<file path="src/rtl/fifo_rd_arb_pkg.sv">
// Shared types for the FIFO read-side arbiter: FSM state encoding and
// the per-consumer statistics counter width.
package fifo_rd_arb_pkg;

  typedef enum logic {
    IDLE  = 1'b0,
    BURST = 1'b1
  } arb_state_t;

  localparam int STAT_WIDTH = 16;

endpackage

</file>
<file path="src/rtl/fifo_rr_pick.sv">
// Combinational round-robin selector: first requester at or after rr_ptr,
// searching cyclically, returned as one-hot and as an index.
module fifo_rr_pick #(
  parameter int NUM_REQ = 4,
  parameter int IDX_W   = $clog2(NUM_REQ)
) (
  input  logic [NUM_REQ-1:0] req,
  input  logic [IDX_W-1:0]   rr_ptr,
  output logic [NUM_REQ-1:0] pick_oh,
  output logic [IDX_W-1:0]   pick_idx,
  output logic               pick_valid
);

  logic [IDX_W-1:0] cand;

  always_comb begin
    pick_oh    = '0;
    pick_idx   = '0;
    pick_valid = 1'b0;
    cand       = '0;
    // Walk offsets from farthest to nearest so the nearest hit wins.
    for (int k = NUM_REQ - 1; k >= 0; k--) begin
      cand = IDX_W'((int'(rr_ptr) + k) % NUM_REQ);
      if (req[cand]) begin
        pick_valid = 1'b1;
        pick_idx   = cand;
      end
    end
    pick_oh[pick_idx] = pick_valid;
  end

endmodule

</file>
<file path="src/rtl/fifo_rd_arbiter.sv">
// Read-side round-robin, bounded-burst scheduler for the async FIFO read port.
// Optional per-consumer word counters are built when FIFO_RD_ARB_STATS_EN is defined.
module fifo_rd_arbiter
  import fifo_rd_arb_pkg::*;
#(
  parameter int NUM_REQ    = 4,
  parameter int DATA_WIDTH = 8,
  parameter int MAX_BURST  = 4
) (
  input  logic                  rd_clk,
  input  logic                  rd_rst,
  input  logic [NUM_REQ-1:0]    req,
  input  logic [NUM_REQ-1:0]    ready,
  input  logic                  fifo_empty,
  input  logic [DATA_WIDTH-1:0] fifo_rd_data,
  output logic                  fifo_rd_en,
  output logic [NUM_REQ-1:0]    gnt,
  output logic [NUM_REQ-1:0]    out_valid,
  output logic [DATA_WIDTH-1:0] out_data,
  output logic                  busy
`ifdef FIFO_RD_ARB_STATS_EN
  ,
  output logic [NUM_REQ*STAT_WIDTH-1:0] stat_cnt
`endif
);

  localparam int IDX_W = $clog2(NUM_REQ);
  localparam int CNT_W = $clog2(MAX_BURST) + 1;

  arb_state_t       state, state_nxt;
  logic [IDX_W-1:0] gnt_idx;
  logic [IDX_W-1:0] rr_ptr;
  logic [CNT_W-1:0] burst_cnt;

  logic [NUM_REQ-1:0] pick_oh;
  logic [IDX_W-1:0]   pick_idx;
  logic               pick_valid;

  fifo_rr_pick #(
    .NUM_REQ (NUM_REQ),
    .IDX_W   (IDX_W)
  ) u_pick (
    .req        (req),
    .rr_ptr     (rr_ptr),
    .pick_oh    (pick_oh),
    .pick_idx   (pick_idx),
    .pick_valid (pick_valid)
  );

  // A dropped request releases the grant without reading; a read on the
  // last burst slot completes and then releases.
  always_comb begin
    state_nxt  = state;
    fifo_rd_en = 1'b0;
    case (state)
      IDLE: begin
        if (pick_valid) state_nxt = BURST;
      end
      BURST: begin
        fifo_rd_en = req[gnt_idx] & ready[gnt_idx] & ~fifo_empty;
        if (!req[gnt_idx] || (fifo_rd_en && burst_cnt == CNT_W'(MAX_BURST - 1)))
          state_nxt = IDLE;
      end
      default: state_nxt = IDLE;
    endcase
  end

  always_ff @(posedge rd_clk) begin
    if (rd_rst) begin
      state     <= IDLE;
      gnt       <= '0;
      gnt_idx   <= '0;
      rr_ptr    <= '0;
      burst_cnt <= '0;
      out_valid <= '0;
      out_data  <= '0;
    end else begin
      state     <= state_nxt;
      out_valid <= '0;
      if (fifo_rd_en) begin
        out_valid <= gnt;
        out_data  <= fifo_rd_data;
      end
      case (state)
        IDLE: begin
          if (pick_valid) begin
            gnt       <= pick_oh;
            gnt_idx   <= pick_idx;
            burst_cnt <= '0;
          end
        end
        BURST: begin
          if (state_nxt == IDLE) begin
            gnt       <= '0;
            burst_cnt <= '0;
            rr_ptr    <= (gnt_idx == IDX_W'(NUM_REQ - 1)) ? '0 : gnt_idx + IDX_W'(1);
          end else if (fifo_rd_en) begin
            burst_cnt <= burst_cnt + CNT_W'(1);
          end
        end
        default: ;
      endcase
    end
  end

  assign busy = (state == BURST);

`ifdef FIFO_RD_ARB_STATS_EN
  logic [STAT_WIDTH-1:0] stat_q [NUM_REQ];

  always_ff @(posedge rd_clk) begin
    if (rd_rst) begin
      for (int i = 0; i < NUM_REQ; i++) stat_q[i] <= '0;
    end else begin
      for (int i = 0; i < NUM_REQ; i++)
        if (out_valid[i] && stat_q[i] != '1) stat_q[i] <= stat_q[i] + STAT_WIDTH'(1);
    end
  end

  for (genvar g = 0; g < NUM_REQ; g++) begin : g_stat
    assign stat_cnt[g*STAT_WIDTH +: STAT_WIDTH] = stat_q[g];
  end
`endif

endmodule

</file>
<file path="config.mk">
export PLATFORM = sky130hd
export DESIGN_NAME = fifo_rd_arbiter
export DESIGN_NICKNAME = d
export VERILOG_FILES = /design/src/rtl/fifo_rd_arb_pkg.sv /design/src/rtl/fifo_rr_pick.sv /design/src/rtl/fifo_rd_arbiter.sv
export SDC_FILE = /design/constraint.sdc
export NUM_CORES = 1
export LEC_CHECK = 0
export CAP_MARGIN = 10
export CORE_MARGIN = 4
export CORE_UTILIZATION = 33
export DETAILED_ROUTE_END_ITERATION = 8
export PLACE_DENSITY = 0.64
export SLEW_MARGIN = 25
export SYNTH_ARGS = -nofsm -noshare
export SYNTH_HDL_FRONTEND = slang
export SYNTH_HIERARCHICAL = 1
export SYNTH_SLANG_ARGS = --single-unit
</file>
<file path="constraint.sdc">
create_clock -name rd_clk -period 2.74 [get_ports rd_clk]
set_input_delay 0.822 -clock rd_clk [delete_from_list [all_inputs] [get_ports rd_clk]]
set_output_delay 0.822 -clock rd_clk [all_outputs]
set_load 0.01 [all_outputs]
</file>
==> key figures <==
Outcome
  – Status: complete, no violations

Timing
  – Actual slew at the worst max-slew pin: 0.751 ns
  – Final critical-path required period: 2.69 ns
  – Setup Total Neg Slack: 0 ns
  – Setup-violating endpoint count in the final report: 0
  – Worst clock skew: 0.00479 ns
  – Final Cycle Share: 98.2%
  – Max Fclk: 372 MHz
  – RSZ-0062 raised after global routing: no
  – Worst hold slack: 0.483 ns
  – Fin. max-slew vios: 0
  – Final count of hold timing violations: 0
  – Normalized max-slew margin: 49.8%

Clocking
  – Cell at the root of the clock tree: sky130_fd_sc_hd__clkbuf_8
  – Worst-skew pair later-pin latency: 0.26 ns
  – TritonCTS Buffers: 3
  – Clock tree from TritonCTS: done
  – Clock transition at the registers of the reported paths: 0.09 ns
  – Clock tree sinks: 24
  – Number of hold buffers added after CTS: 0
  – Deepest level of the CTS H-tree: 1
  – Deepest clock path buffer count: 2

Worst setup path
  – Worst Setup Start Kind: primary input
  – Worst setup EP type: output port
  – Top delay family on crit path: multiplexers
  – Worst Path Class, Setup: in2out
  – Cell depth of the worst setup path: 6
  – Launch point of the worst reg-to-reg path: gnt_idx[0]
  – Buf+Inv Stages, Crit Path: 3
  – Data arrival, critical path: 1.87 ns
  – Crit path required time: 1.92 ns
  – Beginning of the critical path: req[1]
  – Worst-path maximum fanout: 2
  – R2R cell count: 7
  – Reg2Reg Setup Slack: 0.89 ns
  – Reg-to-Reg End: out_data[4]
  – Cells along the critical path: clkdlybuf4s15_1 > mux4_2 > and2_4 > nand2_4 > inv_2 > buf_6
  – Master of the slowest instance on the critical path: sky130_fd_sc_hd__mux4_2
  – Worst stage delay on the critical path: 0.48 ns

Synthesis
  – Mapped Nets: 161
  – Cells after synthesis: 139
  – Cell type with the highest aggregate area in the netlist: sky130_fd_sc_hd__dfxtp_1
  – Post-synthesis cell type count: 39
  – Post-synth EDFFs: 0
  – Cell types occupying the most area after synthesis: sky130_fd_sc_hd__dfxtp_1 39%, sky130_fd_sc_hd__a21oi_1 7.3%, sky130_fd_sc_hd__o21ai_0 4.8%, sky130_fd_sc_hd__nand3_1 4.0%, sky130_fd_sc_hd__ha_1 3.0%
  – Area share of the largest cell type after synthesis: 38.8%
  – Commonest cells in the synthesized netlist: 24 x sky130_fd_sc_hd__dfxtp_1, 18 x sky130_fd_sc_hd__a21oi_1, 12 x sky130_fd_sc_hd__o21ai_0
  – Most frequent cell after synthesis: sky130_fd_sc_hd__dfxtp_1
  – Synth Warn #: 6
  – Syn avg cell area: 8.91 um^2
  – Fraction of registers with async set or reset after synthesis: 0%
  – Commonest register cell after synthesis: sky130_fd_sc_hd__dfxtp_1
  – Cell area after synthesis: 1240 um^2
  – Share of synthesized area occupied by flip-flops and latches: 38.8%
  – Post-synthesis register bit count: 24

Routing
  – Vias per inst: 5.14
  – Final WL: 3110 um
  – Total number of vias: 1223
  – Pre-Repair DR Iteration Count: 4
  – Detail Route Antenna Nets: 0
  – Per-cell routed wire length: 13.1 um
  – Number of remaining DRC errors: 0
  – DR iter-0 viols: 61

GRT
  – Overflow left after global routing: 0
  – Global routing met2 resource utilization: 24.5%
  – Antenna violations before repair: 0
  – GRT busiest layer: met2
  – Wire length of the first global-routing pass: 5310 um
  – Number of global-route vias before repair: 1225
  – Overall Global Routing Usage: 13.1%
  – Global-route track usage on met1: 14.2%
  – Largest net degree at the start of global routing: 27
  – GRT met3 Usage: 3.19%

Die
  – Initial Utilization: 35.7%
  – Height of the die: 69.3 um
  – Die Area: 4800 um^2
  – Standard cell core area: 3470 um^2
  – Cell row count: 21
  – Number of I/O pins: 37
  – Die X-Extent: 69.3 um

Layout
  – Layout cells sized above 1: 22.4%
  – Diode insertion count for antenna repair: 0
  – Non-filler cells in the finished layout: 238
  – # nets final: 215
  – Synthesis-to-layout area growth: 47.1%

Pwr
  – Comb power frac: 21.2%
  – Power per unit of standard cell area: 475 nW/um^2
  – Fraction of power spent switching nets: 24.3%
  – Clock network power share: 35.3%
  – P_leak: 0.000706 uW
  – Share of total power in sequential cells: 43.5%
  – Power spent charging and discharging nets: 210 uW
  – Cell internal pwr: 655 uW
  – Worst IR drop on VDD: 0.000276 V

Hold path
  – Terminating pin of the worst hold path: out_data[2]
  – Hold Path Depth: 2
  – Beginning of the worst hold path: out_data[2]
  – Hold Crit Class: reg2reg

Run
  – Maxcap violations: 0

Placed design
  – Placed Instances: 232
  – GP Congestion: 0.856
  – Count of input and output buffers: 36
  – Detail Placement HPWL: 2430 um
## power groups by stage
stage | clock network (uW) | logic (uW) | registers [uW]
after CTS | 313 | 182 | 376
after detailed placement | 0 | 180 | 385
after global placement | 0 | 177 | 384
final | 305 | 184 | 376
after floorplan | 0 | 94.8 | 383
after global routing | 322 | 201 | 379
## worst max path at each step
| stage | endpoint | slack [ns] |
|---|---|---|
| 6_report | fifo_rd_en | 0.05 |
| 5_1_grt | fifo_rd_en | 0.01 |
| 4_1_cts | fifo_rd_en | 0.002 |
| 3_5_place_dp | fifo_rd_en | -0.66 |
| 3_3_place_gp | fifo_rd_en | -0.61 |
| 2_1_floorplan | fifo_rd_en | 0.04 |
## flip-flops by register name (all words and copies together) (netlist names)
name       count
burst_cnt      3
busy           1
gnt            4
gnt_idx        2
out_data       8
out_valid      4
rr_ptr         2
## tightest hold or removal path, cell delays in order, from the launching register on
cell,delay [ns]
sky130_fd_sc_hd__dfxtp_1,0.31
sky130_fd_sc_hd__o21ai_0,0.06
sky130_fd_sc_hd__a21oi_1,0.06
## layer usage
| layer | wire length (um) | vias to the layer above |
|---|---|---|
| met4 | 55 | 0 |
| li1 | - | 619 |
| met2 | 1630 | 27 |
| met5 | 0 | - |
| met1 | 1280 | 573 |
| met3 | 135 | 4 |
## cell usage in the layout (no fill, tap or decap), types with 6 or more instances in the layout
cell                              count
sky130_fd_sc_hd__clkdlybuf4s50_1     26
sky130_fd_sc_hd__nand3_1             10
sky130_fd_sc_hd__dfxtp_1             24
sky130_fd_sc_hd__inv_1                6
sky130_fd_sc_hd__buf_4               20
sky130_fd_sc_hd__nor2_1               8
sky130_fd_sc_hd__o21ai_0             12
sky130_fd_sc_hd__a21oi_1             18
## metrics by stage
step                      utilization [%]  total power (uW)  worst slack, ns  cell area (um^2)
after floorplan                         -               478           0.0434              1240
after global placement               50.1               560           -0.609              1740
after detailed placement             50.1               564           -0.656              1740
after CTS                            52.6               871          0.00242              1830
after global routing                 52.5               902           0.0142              1820
final                                52.5               865           0.0485              1820
## area by class of cell
cell class | instances | area (um^2)
repair buffers | 56 | 490
flip-flops and latches | 24 | 480
well taps | 46 | 57.6
fillers | 342 | 1650
inverters | 7 | 26.3
clock buffers | 3 | 41.3
clock inverters | 1 | 30.0
multi-input cells | 101 | 696
## cell families after synthesis
logic type,synth area share (%)
adders and majority gates,3.03
and+or+nand+nor,21.5
muxes,6.97
DFF,38.8
buffers and inverters,6.36
AOI/OAI and AO/OA,23.3
## timing repair
action,4_1_cts,5_1_grt
setup buffers,1,1
pin swaps,2,0
setup endpoints to repair,1,1
resized for setup,24,4
Power figures use the tool's default switching activity.
